### src/rtl/isi_shaping_lf_n.sv
`default_nettype none
// ============================================================================
// Module   : isi_shaping_lf_n
// Brief    : N-channel 1st/2nd-order ISI shaping loop filter with
//            common-minimum removal and saturating, sticky-flagged outputs.
// Revision : 1.0
// ============================================================================
module isi_shaping_lf_n #(
  parameter int N_CH = 6,
  parameter int W    = 4
) (
  input  logic              clk,
  input  logic              rstn,
  input  logic              en,
  input  logic              clr,
  input  logic              ord2,
  input  logic [N_CH-1:0]   st,
  output logic [N_CH*W-1:0] sfi,
  output logic [W+2:0]      su,
  output logic              ovf
);

  localparam int SW = W + 3;
  localparam logic signed [SW-1:0] c_fmax = SW'((1 << W) - 1);

  logic [W-1:0]          r_fid1 [N_CH];
  logic [W-1:0]          r_fid2 [N_CH];
  logic                  r_ord2;
  logic                  r_ovf;

  logic signed [SW-1:0]  w_sr [N_CH];
  logic signed [SW-1:0]  w_fi [N_CH];
  logic signed [SW-1:0]  w_su;
  logic [W-1:0]          w_sfi_ch [N_CH];
  logic [N_CH-1:0]       w_sat;
  logic                  w_any_sat;

  // SW = W+3 bits covers every intermediate without wrap, so operands are
  // simply zero-extended into the signed domain.
  for (genvar gi = 0; gi < N_CH; gi++) begin : g_ch
    logic signed [SW-1:0] w_stx;
    logic signed [SW-1:0] w_f1x;
    logic signed [SW-1:0] w_f2x;

    assign w_stx = $signed({{(SW-1){1'b0}}, st[gi]});
    assign w_f1x = $signed({{(SW-W){1'b0}}, r_fid1[gi]});
    assign w_f2x = $signed({{(SW-W){1'b0}}, r_fid2[gi]});

    assign w_sr[gi] = r_ord2 ? (w_stx + (w_f1x <<< 1) - w_f2x)
                             : (w_stx + w_f1x);

    assign w_fi[gi]     = w_sr[gi] - w_su;
    assign w_sat[gi]    = (w_fi[gi] > c_fmax);
    assign w_sfi_ch[gi] = w_sat[gi] ? {W{1'b1}} : w_fi[gi][W-1:0];
    assign sfi[gi*W +: W] = w_sfi_ch[gi];
  end

  always_comb begin
    w_su = w_sr[0];
    for (int i = 1; i < N_CH; i++) begin
      if (w_sr[i] < w_su) w_su = w_sr[i];
    end
  end

  assign w_any_sat = |w_sat;
  assign su        = w_su;
  assign ovf       = r_ovf;

  // A mode change restarts the filter from zero; ovf survives it, clr does not.
  always_ff @(posedge clk or negedge rstn) begin
    if (!rstn) begin
      for (int i = 0; i < N_CH; i++) begin
        r_fid1[i] <= '0;
        r_fid2[i] <= '0;
      end
      r_ord2 <= 1'b0;
      r_ovf  <= 1'b0;
    end else if (clr) begin
      for (int i = 0; i < N_CH; i++) begin
        r_fid1[i] <= '0;
        r_fid2[i] <= '0;
      end
      r_ord2 <= ord2;
      r_ovf  <= 1'b0;
    end else if (ord2 != r_ord2) begin
      for (int i = 0; i < N_CH; i++) begin
        r_fid1[i] <= '0;
        r_fid2[i] <= '0;
      end
      r_ord2 <= ord2;
    end else if (en) begin
      for (int i = 0; i < N_CH; i++) begin
        r_fid2[i] <= r_fid1[i];
        r_fid1[i] <= w_sfi_ch[i];
      end
      r_ovf <= r_ovf | w_any_sat;
    end
  end

endmodule
`default_nettype wire
### config.mk
export PLATFORM = sky130hd
export DESIGN_NAME = isi_shaping_lf_n
export DESIGN_NICKNAME = d
export VERILOG_FILES = /design/src/rtl/isi_shaping_lf_n.sv
export SDC_FILE = /design/constraint.sdc
export NUM_CORES = 1
export LEC_CHECK = 0
export ABC_AREA = 1
export CAP_MARGIN = 20
export CORE_MARGIN = 1.5
export CORE_UTILIZATION = 32
export DETAILED_ROUTE_END_ITERATION = 10
export GPL_ROUTABILITY_DRIVEN = 0
export SLEW_MARGIN = 20
export SYNTH_ARGS = -nofsm -noshare
export SYNTH_HDL_FRONTEND = slang
export SYNTH_SLANG_ARGS = --single-unit
export TNS_END_PERCENT = 30
### constraint.sdc
create_clock -name clk -period 22.4 [get_ports clk]
set_input_delay 4.48 -clock clk [delete_from_list [all_inputs] [get_ports clk]]
set_output_delay 4.48 -clock clk [all_outputs]
set_load 0.01 [all_outputs]
* After elaboration in Yosys (flattened, before gate mapping) *
Index checks and enable logic that the tools add are counted.

storage, ports and cells
  input port bits = 11
  logic and storage cells = 85
  flip-flop bits (word level) = 50
  output and inout bits = 32

operators by class
  multiplexer cells = 28
  $add $sub $neg = 24
  $lt $le $gt $ge = 11
  reduce and logical (&&, ||, !) cells = 5
  equality and inequality tests = 2
  bitwise operators = 1

operator list
  kind                number
  $mux 24             6
  $mux 7              11
  $gt 7x5->1 const B  6
  $sub 6x4->7         6
  $sub 7x7->7         6
  $add 1x5->6         6
  $lt 7x7->1          5
  $add 1x4->5         6
  $mux 4              6
  $reduce_or 6->1     1
  $mux 1              5
  $reduce_bool 2->1   2
  $reduce_bool 3->1   1
  $ne 2x2->1 const B  1
  $reduce_and 2->1    1
  $ne 1x1->1          1
  $or 1x1->1          1

* Longest topological paths before layout *
  depth after elaboration = 20
  gate-level depth with buffers = 86

* Worst setup path before layout *
Ideal clock, no wire load.

  path kind = input port to output port
  start point = input port st[1]
  end point = output port sfi[16]
  path buffers = 3
  slack = 3854 ps
  arrival = 14066 ps
  stages = 69
  data required time = 17920 ps
  path through = inv_1 ha_1 inv_1 fa_1 xor2_1 o21ai_0 inv_1 ha_1 nand2_1 inv_1 nand2_1 nand2_1 nand2_1 nand3_1 nand2_2 nand2_4 nand2_2 buf_6 (+33 left out) nor2_1 a211oi_1 nand2_2 nand2_2 nand2_1 o21ai_0 ha_1 fa_1 nor2_1 a211oi_1 o21ai_1 nand2_1 nand2_1 xor2_1 nand2_1 inv_2 nor2_1 inv_1

on the way
  word-level cells in the longest chain between the ends = 16
  elaborated cells on any way between the ends = 17
  those cells by class = add/sub (4); order compare (6); mux (7)

ends and longest elaborated chain
  item             RTL line  source
  start, declared  17        input logic [N_CH-1:0] st,
  $add 1x5->6      49        assign w_sr[gi] = r_ord2 ? (w_stx + (w_f1x <<< 1) - w_f2x)
  $sub 6x4->7      49
  $mux 7 (*)       49
  $lt 7x7->1       61        if (w_sr[i] < w_su) w_su = w_sr[i];
  $mux 7 (*)       61
  $lt 7x7->1       61
  $mux 7 (*)       61
  $lt 7x7->1       61
  $mux 7 (*)       61
  $lt 7x7->1       61
  $mux 7 (*)       61
  $lt 7x7->1       61
  $mux 7 (*)       61
  net su[0]        19        output logic [W+2:0] su,
  $sub 7x7->7 (*)  52        assign w_fi[gi] = w_sr[gi] - w_su;
  $gt 7x5->1       53        assign w_sat[gi] = (w_fi[gi] > c_fmax);
  $mux 4 (*)       54        assign w_sfi_ch[gi] = w_sat[gi] ? {W{1'b1}} : w_fi[gi][W-1:0];
  end, declared    18        output logic [N_CH*W-1:0] sfi,

Mark *: on every way through the listed nets, which the timed path passes. The rest lies on a longest branch.

* Worst setup path after layout *
  start point = input port st[1]
  end point = output port sfi[16]

on the way
  word-level cells in the longest chain between the ends = 16
  elaborated cells on any way between the ends = 17
  those cells by class = add/sub (4); order compare (6); mux (7)

ends and longest elaborated chain
  item             RTL line
  $add 1x5->6      49
  $sub 6x4->7      49
  $mux 7 (*)       49
  $lt 7x7->1       61
  $mux 7 (*)       61
  $lt 7x7->1       61
  $mux 7 (*)       61
  $lt 7x7->1       61
  $mux 7 (*)       61
  $lt 7x7->1       61
  $mux 7 (*)       61
  $lt 7x7->1       61
  $mux 7 (*)       61
  $sub 7x7->7 (*)  52
  $gt 7x5->1       53
  $mux 4 (*)       54

Mark *: on every way between the ends. The rest lies on a longest branch, timed or not.

==> flow_metrics.tcl <==
set metrics [dict create \
    status "completed" \
    avgSynthCellArea_um2 6.38 \
    fin_util_pct 37.2 \
    initial_core_util_pct 33.0 \
    yosysWarningCount 0 \
    post_cts.repair.setup_buffers 0 \
    multi_input_area_mm2 0.00461 \
    post-route-min-period_ns 20.47 \
    dr.first_iter.drc_count 470 \
    critPathRequiredTime_ns 17.92 \
    slew_headroom_pct 33.2 \
    path_class "in2out" \
    synthTopCellsByCount "nand2_1 (281), inv_1 (194), nand3_1 (101)" \
    cts_root_buf "clkbuf_16" \
    fmax_ghz 0.0488 \
    drv_cap 0 \
    grt_pass1_vias 6346 \
    clk_path_buf_depth 2 \
    areaGrowthSynthToFinish_pct 12.8 \
    min_path_type "reg2reg" \
    yosys.area.top_type "dfrtp_1" \
    core_mm2 0.0204 \
    cts_resized 0 \
    fin_tns_setup_ns 0 \
    fin_area_mm2 0.00760 \
    synth_nets 1158 \
    track_usage_pct 18.3 \
    async_flop_share_pct 100 \
    first_pass_iters 5 \
    io_buffers 42 \
    cts_inserted_buffers 5 \
    cts.sinks 50 \
    synth_edf_count 0 \
    dieArea_mm2 0.0219 \
    ff2ff_path_depth 73 \
    grt_overflow 0 \
    dp_hpwl_mm 16.0 \
    path_max_fanout 12 \
    postRouteAntennaNets 0 \
    avgRoutedWirePerCell_um 14.5 \
    start_kind "input pin" \
    slowest_delay_ns 0.54 \
    rows 52 \
    routed_wl_mm 19.7 \
    vias 6731 \
    setup_viol 0 \
    die-width_um 148 \
    worst_slack_ns 1.93 \
    grt_max_degree 51 \
    path_common_cell "nand2_1" \
    pin_count 43 \
    cp.arrival_ns 15.99 \
    placed_cell_area_mm2 0.00745 \
    synth_area_mm2 0.00674 \
    syn-instance-count 1056 \
    route.detailed.vias_per_inst 4.93 \
    fin_crit_sh_pct 91.4 \
    antenna_found_initial 0 \
    hold_buffers 0 \
    r2r_slack_ns 11.29 \
    rsz0062_at_grt "no" \
    route.detailed.drc 0 \
    seq_area_mm2 0.00125 \
    drive_gt1_share_pct 7.13 \
    yosys_register_bits 50 \
    num_antenna_cells 0 \
    seq_area_frac_synth_pct 18.6 \
    nNetsFinal 1195 \
    worstReg2RegStart "g_ch[1].w_f2x[0]" \
    synthTopCellsByArea "dfrtp_1 (19%), nand2_1 (16%), ha_1 (15%)" \
    synth.most_common_cell "nand2_1" \
    cpMaxStageDelayCell "a211oi_1" \
    clock_skew_ns 0.00858 \
    cts_tree "yes" \
    startpoint "st[1]" \
    grt_pass1_wl_mm 32.3 \
    num-fill-cells 2248 \
    die_h_um 148 \
    hp-start "ovf" \
    tightest_slew_ns 0.977 \
    worstReg2RegEnd "ovf" \
    synth_cell_type_count 45 \
    clk-insertion-delay-late_ns 0.30 \
    slew_viol_final 0 \
    htreeDepth 2 \
    path_clk_slew_ns 0.07 \
    pre_cts_ws_ns 2.09 \
    finalHoldViolations 0 \
    synthFlopType "dfrtp_1" \
    netlist.area_leader.share_pct 18.6 \
    crit_path_end_kind "primary output" \
    cp-endpoint "sfi[16]" \
]
-- through the flow --
step	instances	hold slack (ns)
after CTS	1364	0.501
after floorplan	1056	0.482
after detailed placement	1356	0.473
after global placement	1356	0.476
after global routing	1364	0.530
final	1364	0.497
-- kinds of logic (layout without fill, tap and decap cells) --
| group | after synthesis | after routing | synth area share (%) |
|---|---|---|---|
| xor gates and xnor gates | 25 | 25 | 3.25 |
| adders and majority gates | 91 | 91 | 17.9 |
| buffers and inverters | 227 | 265 | 13.0 |
| DFF | 50 | 50 | 18.6 |
| AOI/OAI and AO/OA | 169 | 169 | 14.9 |
| and+or+nand+nor | 494 | 494 | 32.3 |
-- worst max-delay path, delay by kind of cell --
kind            cells  cell delay [ns]
compound gates     11             3.10
xor+xnor            2             0.32
fa+ha+maj           9             2.93
buf+inv            14             2.01
simple gates       36             3.13
-- area by class of cell --
cell class,count,share of cell area [%]
multi-input combinational,779,60.7
inverter,207,10.2
clock inverter,2,0.230
sequential,50,16.5
timing repair buffer,50,6.26
tap,270,4.45
clock buffer,6,1.70
-- state kept, by name, indices dropped and copies added, names as in the netlist --
name and flops:
ovf 1, g_ch.w_f1x 24, r_ord2 1, g_ch.w_f2x 24
-- layout by cell type (no fill, tap or decap), types with 3 or more instances in the layout --
cell type,netlist,final
fa_1,9,9
clkdlybuf4s50_1,0,41
dfrtp_1,50,50
inv_1,194,194
nor2_1,61,61
o21ai_0,50,50
nor2_2,3,3
nand4_1,4,4
nand2_4,7,7
a2111oi_0,7,6
a21oi_1,36,36
xnor2_1,8,8
a31oi_1,3,3
inv_2,13,13
xor2_1,17,17
o21ai_1,16,16
ha_1,82,82
nand2_1,281,281
buf_4,1,8
nand3_2,6,6
a211oi_1,5,5
o21bai_1,5,5
clkbuf_16,0,5
nand3_1,101,101
or2_2,5,5
nand2_2,18,18
a21oi_2,5,5
o22ai_1,30,30
-- metal layers --
metal  share of wire (%)  GRT usage (%)
met4                 1.9           4.80
met5                   0              0
met2                  46           31.1
met1                  48           25.3
met3                 4.4           1.07
-- worst min-delay path by stage --
stage                     slack, ns                to  cells after the start
after floorplan                0.48  g_ch[0].w_f2x[0]                      2
after global placement         0.48               ovf                      2
after detailed placement       0.47               ovf                      2
after CTS                      0.50               ovf                      2
after global routing           0.53               ovf                      2
final                          0.50               ovf                      2
Power is not shown: default switching activity piles up to over one toggle a cycle in this logic, so the estimate is an artifact.
